## src/rtl/mac_seq_ctrl_if.sv

```systemverilog
// Job control, operand stream and result stream of the MAC sequencer.
interface mac_seq_ctrl_if #(
  parameter int bw      = 4,
  parameter int psum_bw = 16,
  parameter int len_bw  = 12
) ();
  logic               start;
  logic [len_bw-1:0]  len;
  logic               abort;
  logic               busy;
  logic               in_valid;
  logic               in_ready;
  logic [bw-1:0]      a_in;
  logic [bw-1:0]      b_in;
  logic               out_valid;
  logic               out_ready;
  logic [psum_bw-1:0] psum_out;
  logic               ovf;

  modport master (
    output start, len, abort, in_valid, a_in, b_in, out_ready,
    input  busy, in_ready, out_valid, psum_out, ovf
  );

  modport slave (
    input  start, len, abort, in_valid, a_in, b_in, out_ready,
    output busy, in_ready, out_valid, psum_out, ovf
  );
endinterface

```

## src/rtl/mac_seq_ctrl.sv

```systemverilog
// Sequenced multiply-accumulate: unsigned activations times signed weights
// over a job of len pairs, with sticky signed-overflow flag.
//
// state  | meaning
// S_IDLE | waiting for start; outputs quiet
// S_ACC  | accepting operand pairs, accumulating
// S_DONE | result presented until out_ready or abort
module mac_seq_ctrl #(
  parameter int bw      = 4,
  parameter int psum_bw = 16,
  parameter int len_bw  = 12
) (
  input  logic          clk,
  input  logic          reset_n,
  mac_seq_ctrl_if.slave bus
);

  typedef enum logic [1:0] {
    S_IDLE = 2'd0,
    S_ACC  = 2'd1,
    S_DONE = 2'd2
  } state_t;

  state_t              state_q, state_d;
  logic [psum_bw-1:0]  acc_q, acc_d;
  logic [len_bw-1:0]   cnt_q, cnt_d;
  logic [len_bw-1:0]   len_q, len_d;
  logic                ovf_q, ovf_d;

  logic [psum_bw-1:0]  a_ext, b_ext, prod, sum;
  logic                step_ovf;

  // Activation is zero-extended, weight sign-extended; the low psum_bw bits
  // of the product equal the sign-extended signed product.
  always_comb begin
    a_ext    = {{(psum_bw-bw){1'b0}}, bus.a_in};
    b_ext    = {{(psum_bw-bw){bus.b_in[bw-1]}}, bus.b_in};
    prod     = a_ext * b_ext;
    sum      = acc_q + prod;
    step_ovf = (acc_q[psum_bw-1] == prod[psum_bw-1]) &&
               (sum[psum_bw-1] != acc_q[psum_bw-1]);
  end

  always_comb begin
    state_d = state_q;
    acc_d   = acc_q;
    cnt_d   = cnt_q;
    len_d   = len_q;
    ovf_d   = ovf_q;
    case (state_q)
      S_IDLE: begin
        if (bus.start) begin
          len_d   = bus.len;
          acc_d   = '0;
          cnt_d   = '0;
          ovf_d   = 1'b0;
          state_d = (bus.len == '0) ? S_DONE : S_ACC;
        end
      end
      S_ACC: begin
        if (bus.abort) begin
          state_d = S_IDLE;
        end else if (bus.in_valid) begin
          acc_d = sum;
          ovf_d = ovf_q | step_ovf;
          cnt_d = cnt_q + len_bw'(1);
          if (cnt_d == len_q) state_d = S_DONE;
        end
      end
      S_DONE: begin
        if (bus.abort || bus.out_ready) state_d = S_IDLE;
      end
      default: state_d = S_IDLE;
    endcase
  end

  always_ff @(posedge clk or negedge reset_n) begin
    if (!reset_n) begin
      state_q <= S_IDLE;
      acc_q   <= '0;
      cnt_q   <= '0;
      len_q   <= '0;
      ovf_q   <= 1'b0;
    end else begin
      state_q <= state_d;
      acc_q   <= acc_d;
      cnt_q   <= cnt_d;
      len_q   <= len_d;
      ovf_q   <= ovf_d;
    end
  end

  assign bus.busy      = (state_q != S_IDLE);
  assign bus.in_ready  = (state_q == S_ACC);
  assign bus.out_valid = (state_q == S_DONE);
  assign bus.psum_out  = (state_q == S_DONE) ? acc_q : '0;
  assign bus.ovf       = (state_q == S_DONE) & ovf_q;

endmodule
```

## src/flat_wrapper.sv

```systemverilog
// flat-port wrapper written by rule: the top's interface ports become plain ports
module mac_seq_ctrl_flat 
#(
  parameter int bw      = 4,
  parameter int psum_bw = 16,
  parameter int len_bw  = 12
)
  (clk, reset_n, bus_start, bus_len, bus_abort, bus_in_valid, bus_a_in, bus_b_in, bus_out_ready, bus_busy, bus_in_ready, bus_out_valid, bus_psum_out, bus_ovf);
  mac_seq_ctrl_if #(.bw(bw), .psum_bw(psum_bw), .len_bw(len_bw)) bus_i ();
  input  logic clk;
  input  logic reset_n;
  input wire logic [$bits(bus_i.start)-1:0] bus_start;
  input wire logic [$bits(bus_i.len)-1:0] bus_len;
  input wire logic [$bits(bus_i.abort)-1:0] bus_abort;
  input wire logic [$bits(bus_i.in_valid)-1:0] bus_in_valid;
  input wire logic [$bits(bus_i.a_in)-1:0] bus_a_in;
  input wire logic [$bits(bus_i.b_in)-1:0] bus_b_in;
  input wire logic [$bits(bus_i.out_ready)-1:0] bus_out_ready;
  output wire logic [$bits(bus_i.busy)-1:0] bus_busy;
  output wire logic [$bits(bus_i.in_ready)-1:0] bus_in_ready;
  output wire logic [$bits(bus_i.out_valid)-1:0] bus_out_valid;
  output wire logic [$bits(bus_i.psum_out)-1:0] bus_psum_out;
  output wire logic [$bits(bus_i.ovf)-1:0] bus_ovf;
  assign bus_i.start = bus_start;
  assign bus_i.len = bus_len;
  assign bus_i.abort = bus_abort;
  assign bus_i.in_valid = bus_in_valid;
  assign bus_i.a_in = bus_a_in;
  assign bus_i.b_in = bus_b_in;
  assign bus_i.out_ready = bus_out_ready;
  assign bus_busy = bus_i.busy;
  assign bus_in_ready = bus_i.in_ready;
  assign bus_out_valid = bus_i.out_valid;
  assign bus_psum_out = bus_i.psum_out;
  assign bus_ovf = bus_i.ovf;
  mac_seq_ctrl #(.bw(bw), .psum_bw(psum_bw), .len_bw(len_bw)) u_core (.clk(clk), .reset_n(reset_n), .bus(bus_i));
endmodule
```

## config.mk

```make
export PLATFORM = sky130hd
export DESIGN_NAME = mac_seq_ctrl_flat
export DESIGN_NICKNAME = d
export VERILOG_FILES = /design/src/rtl/mac_seq_ctrl_if.sv /design/src/rtl/mac_seq_ctrl.sv /design/src/flat_wrapper.sv
export SDC_FILE = /design/constraint.sdc
export NUM_CORES = 1
export LEC_CHECK = 0
export CORE_MARGIN = 2
export CORE_UTILIZATION = 45
export DETAILED_ROUTE_END_ITERATION = 16
export PLACE_DENSITY = 0.67
export RECOVER_POWER = 50
export SLEW_MARGIN = 20
export SYNTH_ARGS = -nofsm -noshare
export SYNTH_HDL_FRONTEND = slang
export SYNTH_SLANG_ARGS = --single-unit
```

## constraint.sdc

```tcl
create_clock -name clk -period 3 [get_ports clk]
set_clock_uncertainty 0.2 [all_clocks]
set_input_delay 0.6 -clock clk [delete_from_list [all_inputs] [get_ports clk]]
set_output_delay 0.6 -clock clk [all_outputs]
set_load 0.01 [all_outputs]
```

==> results of run 1 <==
## kinds of logic (layout without fill, tap and decap cells)
family	after synthesis	in the layout	synth area share, %
XOR/XNOR	27	27	6.590
flip-flops	43	43	29.99
AND/OR/NAND/NOR	149	149	22.04
multiplexers	14	14	4.358
buffers and inverters	36	139	4.044
adder cells (fa/ha/maj)	39	39	14.85
AO/OA/AOI/OAI	93	93	18.13
## worst min-delay path by stage
stage / end / slack (ps)
floorplan: u_core.acc_q[0] / 100
global placement: u_core.cnt_q[11] / 300
detailed placement: u_core.cnt_q[11] / 300
CTS: u_core.len_q[10] / 70
global route: u_core.cnt_q[11] / 370
finish: u_core.cnt_q[11] / 310
## layout make-up
class,count,area (um2)
Clock buffer,5,68.82
Sequential cell,43,1076
Multi-Input combinational cell,322,2655
Tap cell,102,127.6
Inverter,23,86.33
Clock inverter,3,47.55
Fill cell,627,2758
Timing Repair Buffer,108,908.4
## per-stage QoR
step           total power [mW]  utilization, %  worst slack, ps  hold slack [ps]  setup TNS, ps
3_3_place_gp              2.801           59.23            -2341            295.6         -28500
2_1_floorplan             2.184               -            -2005            104.4         -20350
6_report                  3.735           64.31            -1806            314.5         -19970
5_1_grt                   4.034           64.31            -1962            367.3         -22060
4_1_cts                   3.551           62.78            -1796            66.02         -20610
3_5_place_dp              2.853           59.23            -2402            302.5         -28980
## what timing repair did
item / in CTS / in global routing
pin swaps: 26 / 22
setup buffers: 5 / 6
gates resized for setup: 49 / 20
hold buffers: 0 / 0
setup endpoints to repair: 14 / 14
## per-layer routing
layer  vias up  part of all wire [%]  GRT usage [%]
li1       1642                     -              -
met1      1568                    47          28.46
met2        60                    49          35.43
met3         7                   3.2          2.659
met4         0                  0.86          4.902
met5         -                     0              0
## report_power, final
group          switching (mW)  internal (mW)  total (mW)
Sequential              0.203          0.772       0.975
Clock                   0.220          0.253       0.473
Combinational            1.05           1.24        2.29
## cell usage after synthesis (all sizes together) (2+ instances only)
cell / n
buf: 3
dfrtp: 43
inv: 23
o32ai: 2
nor2b: 12
a211oi: 2
nor2: 20
o21a: 5
and3: 6
clkbuf: 10
o31ai: 6
a2111oi: 2
a31o: 2
nand3: 21
o21ai: 35
a22oi: 2
a21oi: 12
fa: 6
ha: 33
xnor2: 16
xor2: 11
a21o: 7
a211o: 2
nor3: 4
nand4: 5
nand2: 33
a31oi: 5
nand2b: 4
nor4: 5
nor3b: 3
and2: 31
mux2: 13
## sequential cells by signal (all words and copies together) (netlist names)
signal / flops
u_core.ovf_q: 1
u_core.state_q: 2
u_core.len_q: 12
u_core.acc_q: 16
u_core.cnt_q: 12
## critical path, delay by kind of cell
| family | cells | cell delay [ps] |
|---|---|---|
| buffers and inverters | 2 | 550 |
| adder cells (fa/ha/maj) | 5 | 1620 |
| AO/OA/AOI/OAI | 4 | 1070 |
| AND/OR/NAND/NOR | 7 | 960 |
==> impl_metrics.csv, run 1 <==
group,metric,value,unit
clock_tree,cts-buffers-inserted,5,
drt,vias_per_cell,5.408,
setup_path,setup.worst_path.class,"in2reg",
setup_path,crit_required,2980,ps
layout,fin_cells,606,
sta,fmax,208.1,MHz
layout,syn2layout_area_growth,38.49,%
setup_path,reg2reg_slack,370,ps
power,powerDensity,751.4,nW/um2
job,max-cap-violations,0,
sta,finalSetupViolCount,14,
worst_hold_path,hold_class,"reg2reg",
sta,hold_viol,0,
status,status,"complete, but fails checks",
logic_synthesis,synthTopCellsByArea,"dfrtp_1 (30%), ha_1 (12%), and2_1 (5.2%), o21ai_0 (4.6%), mux2_2 (4.1%)",
setup_path,path_max_fanout,6,
placed_design,dp.cells,587,
clock_tree,clkSinkCount,43,
drt,first_pass_iters,4,
placed_design,port_buffers,45,
clock_tree,cts_tree,"yes",
layout,num_antenna_cells,0,
layout,final_cell_mix,"buf_4 (55), dfrtp_1 (43), clkdlybuf4s50_1 (37)",
grt,grt_pass1_wl,14840,um
logic_synthesis,ys_ff_latch,43,
placed_design,place_congestion,0.8796,
die,coreArea,7727,um2
logic_synthesis,yosys.area.top_type_share,29.99,%
grt,antenna_found_initial,0,
placed_design,hpwl,6553,um
logic_synthesis,synth.avg_cell_area,8.949,um2
clock_tree,h-tree-depth,2,
setup_path,critPathArrivalTime,4780,ps
drt,route.vias.total,3277,
setup_path,cp_slowest_cell,"clkdlybuf4s50_1",
die,die_y,93.30,um
worst_hold_path,worstHoldStart,"u_core.cnt_q[11]",
setup_path,max_stage_delay,480,ps
setup_path,worstReg2RegEnd,"u_core.acc_q[15]",
setup_path,rr_worst_depth,8,
logic_synthesis,syn_area,3588,um2
sta,max-slew-margin-rel,13.78,%
placed_design,placed_cell_area,4577,um2
layout,final_nets,568,
drt,ant_nets,0,
die,die_width,93.30,um
setup_path,worstReg2RegStart,"u_core.acc_q[1]",
logic_synthesis,ys.flop_type,"dfrtp_1",
logic_synthesis,synth-async-reset-ratio,100.0,%
layout,final_common_cell,"buf_4",
drt,drc_errors,0,
die,start_util,46.44,%
sta,layout_worst_path_cycle_share,160.2,%
worst_hold_path,min_path_cells,1,
sta,worst_pin_slew,1293,ps
logic_synthesis,seq_area_frac_synth,29.99,%
logic_synthesis,synth.distinct_cells,58,
layout,layout-drive-gt1-share,26.98,%
sta,rsz0062_at_grt,"true",
setup_path,crit_chain,"clkdlybuf4s50_1 -> nand2_1 -> fa_1 -> inv_1 -> ha_4 -> ha_4 -> ha_1 -> a211oi_2 -> nor4b_1 -> nand4b_1 -> ha_4 -> a21oi_4 -> nor2b_4 -> nand2_1 -> o221a_4 -> and2_4 -> a2111oi_4 -> nand2_1",
logic_synthesis,synth_nets,466,
clock_tree,cts_buffer_depth,2,
logic_synthesis,synth_edf_count,0,
grt,grt_usage,20.91,%
grt,grt_max_degree,25,
sta,maxSlewViolCount,0,
logic_synthesis,synth_top_area_cell,"dfrtp_1",
die,rows,32,
logic_synthesis,syn_inst,401,
die,die_area,8705,um2
grt,grt-ovfl-total,0,
drt,drt_iter0_markers,166,
drt,postRouteWirelength,8831,um
power,ir_worst_vdd,0.0004946,V
status,violations,"setup timing",
setup_path,crit_start,"bus_a_in[3]",
clock_tree,clock_latency,290,ps
setup_path,endpoint_kind,"register",
sta,worst_slack,-1806,ps
power,p_leak,2.228,nW
layout,final_area,4970,um2
logic_synthesis,synth-warning-count,0,
clock_tree,cts_root_buf,"clkbuf_8",
sta,fin_crit,4806,ps
die,pin_count,46,
setup_path,crit_path_end,"u_core.acc_q[15]",
setup_path,critPathLaunchType,"input port",
clock_tree,clkTransAtPathRegs,90,ps
grt,grt_pass1_vias,3271,
drt,avgRoutedWirePerCell,14.57,um
Power figures use the tool's default switching activity.
==> run 2: changes to the inputs <==
CELL_PAD_IN_SITES_DETAIL_PLACEMENT = 1   (was unset)
CELL_PAD_IN_SITES_GLOBAL_PLACEMENT = 1   (was unset)
CORE_UTILIZATION = 43   (was 45)
PLACE_DENSITY = unset   (was 0.67)
PLACE_DENSITY_LB_ADDON = 0.1   (was unset)
==> run 2 against run 1 <==
  * The flow still finishes with violations (setup timing)
  * Combinational power up 5%
  * Final area shrank 0.65%
  * Via count grew 4.0%
  * Clock-buffer cell count increased by 1
  * Power rose by 1.8%
  * Clock power down 12%
  * Cell count is the same
  * Critical path depth increased by 1
==> impl_metrics.csv, run 2 (synthesis gave the netlist of run 1 again) <==
group,metric,value,unit
clock_tree,cts_buffer_depth,2,
sta,rsz0062_at_grt,"true",
clock_tree,cts-buffers-inserted,5,
drt,ant_nets,0,
setup_path,critPathArrivalTime,4960,ps
sta,whs,317.2,ps
grt,antenna_found_initial,0,
clock_tree,clkSinkCount,43,
sta,worst_pin_slew,1119,ps
setup_path,worstReg2RegStart,"u_core.acc_q[0]",
clock_tree,hold_buffers,0,
power,power.net_switching,1.614,mW
layout,regMostFlops,"u_core.acc_q",
status,violations,"setup timing",
sta,fmax,201.2,MHz
clock_tree,h-tree-depth,2,
layout,num_antenna_cells,0,
die,die_width,95.35,um
power,p_int,2.188,mW
power,p_leak,2.220,nW
sta,worst_slack,-1971,ps
setup_path,crit_start,"bus_a_in[0]",
setup_path,setup.worst_path.class,"in2reg",
sta,hold_viol,0,
drt,postRouteWirelength,11480,um
die,die_y,95.35,um
clock_tree,clock_latency,310,ps
die,coreArea,8134,um2
sta,fin_crit,4971,ps
power,clock_power_share,10.9,%
sta,finalSetupViolCount,14,
grt,grt_pass1_wl,17720,um
placed_design,pre_cts_ws,-2558,ps
layout,final_nets,565,
clock_tree,clkTransAtPathRegs,90,ps
layout,final_cell_mix,"buf_4 (50), dfrtp_1 (43), clkdlybuf4s50_1 (36)",
status,status,"complete, but fails checks",
placed_design,place_congestion,0.8956,
layout,final_area,4937,um2
layout,fin_cells,606,
placed_design,placed_cell_area,4558,um2
job,max-cap-violations,0,
layout,layout-drive-gt1-share,26.75,%
layout,finish.utilization,60.70,%
setup_path,endpoint_kind,"register",
clock_tree,cts_tree,"yes",
die,die_area,9092,um2
sta,setup_tns,-21860,ps
drt,drc_errors,0,
layout,top_regs,"u_core.acc_q (16), u_core.cnt_q (12), u_core.len_q (12)",
setup_path,cp_slowest_cell,"fa_1",
setup_path,crit_required,2990,ps
power,p_seq_share,25.7,%
layout,final_common_cell,"buf_4",
drt,route.vias.total,3407,
power,ir_worst_vdd,0.0004008,V
setup_path,critPathLaunchType,"input port",
drt,avgRoutedWirePerCell,18.95,um
setup_path,max_stage_delay,560,ps
power,combPwrFrac,63.4,%
sta,max-slew-margin-rel,25.38,%
grt,grt-ovfl-total,0,
placed_design,dp.cells,587,
clock_tree,cts_root_buf,"clkbuf_8",
power,finalPower,3.802,mW
worst_hold_path,hold_class,"reg2reg",
worst_hold_path,worstHoldStart,"u_core.ovf_q",
die,rows,33,
layout,largest_reg_flops,16,
die,start_util,44.12,%
grt,grt_max_degree,44,
grt,grt_usage,24.84,%
sta,layout_worst_path_cycle_share,165.7,%
grt,grt_pass1_vias,3642,
placed_design,hpwl,7752,um
setup_path,crit_chain,"buf_6 -> nand2b_4 -> fa_1 -> fa_1 -> fa_2 -> inv_2 -> ha_4 -> a211oi_2 -> nor4b_1 -> nand4b_1 -> buf_4 -> ha_4 -> a21oi_4 -> nor2b_4 -> nand2_2 -> o221a_4 -> and2_4 -> a2111oi_4 -> nand2_1",
layout,syn2layout_area_growth,37.59,%
drt,first_pass_iters,4,
power,powerDensity,770.0,nW/um2
drt,drt_iter0_markers,183,
sta,maxSlewViolCount,0,
drt,vias_per_cell,5.622,
placed_design,port_buffers,45,
power,sw_frac_of_total,42.46,%
die,pin_count,46,
setup_path,path_max_fanout,6,
[run 2: power groups by stage]
stage / clock, mW / combinational, mW / sequential [mW]
final: 0.414 / 2.41 / 0.977
after global routing: 0.452 / 2.61 / 1.00
after CTS: 0.431 / 2.20 / 0.968
after detailed placement: 0 / 1.94 / 0.978
after global placement: 0 / 1.83 / 0.968
after floorplan: 0 / 1.28 / 0.908
[run 2: metal layers]
layer | part of all wire, % | global-route usage, % | wire length [um] | up-vias
li1 | - | - | - | 1619
met1 | 42 | 31.63 | 4822 | 1693
met2 | 53 | 44.42 | 6065 | 80
met5 | 0 | 0 | 0 | -
met3 | 3.7 | 2.530 | 429 | 15
met4 | 1.4 | 7.126 | 164 | 0
[run 2: final cells by class]
class                      instances  area (um2)
sequential                        43        1076
clock buffer                       6       82.58
timing repair buffer             105       898.4
clock inverter                     2       13.76
multi-input combinational        322        2649
inverter                          23       86.33
fill                             925        3197
tap                              105       131.4
[run 2: path summary, 6_finish.rpt]
check / end / slack [ps] / cells after the start
setup reg to reg: u_core.acc_q[14] / 350 / 10
max in group asynchronous: u_core.acc_q[5] / 1530 / 2
min in group asynchronous: u_core.len_q[7] / 380 / 2
hold reg to reg: u_core.ovf_q / 320 / 1
hold / removal: u_core.ovf_q / 320 / 1
setup / recovery: u_core.acc_q[15] / -1970 / 19
[run 2: critical path, delay by kind of cell]
family / cells / cell delay, ps
AO/OA/AOI/OAI: 4 / 1010
buffers and inverters: 3 / 350
AND/OR/NAND/NOR: 7 / 1050
adder cells (fa/ha/maj): 5 / 1920
[run 2: timing repair]
item,4_1_cts,5_1_grt
pin swaps,29,23
endpoints found under the setup margin,14,14
resized for setup,46,25
setup buffers,8,5
==> run 3: changes to the inputs <==
CTS_CLUSTER_SIZE = 24   (was unset)
==> results of run 3 <==
Final layout, timing and power as in run 2 (identical DEF).
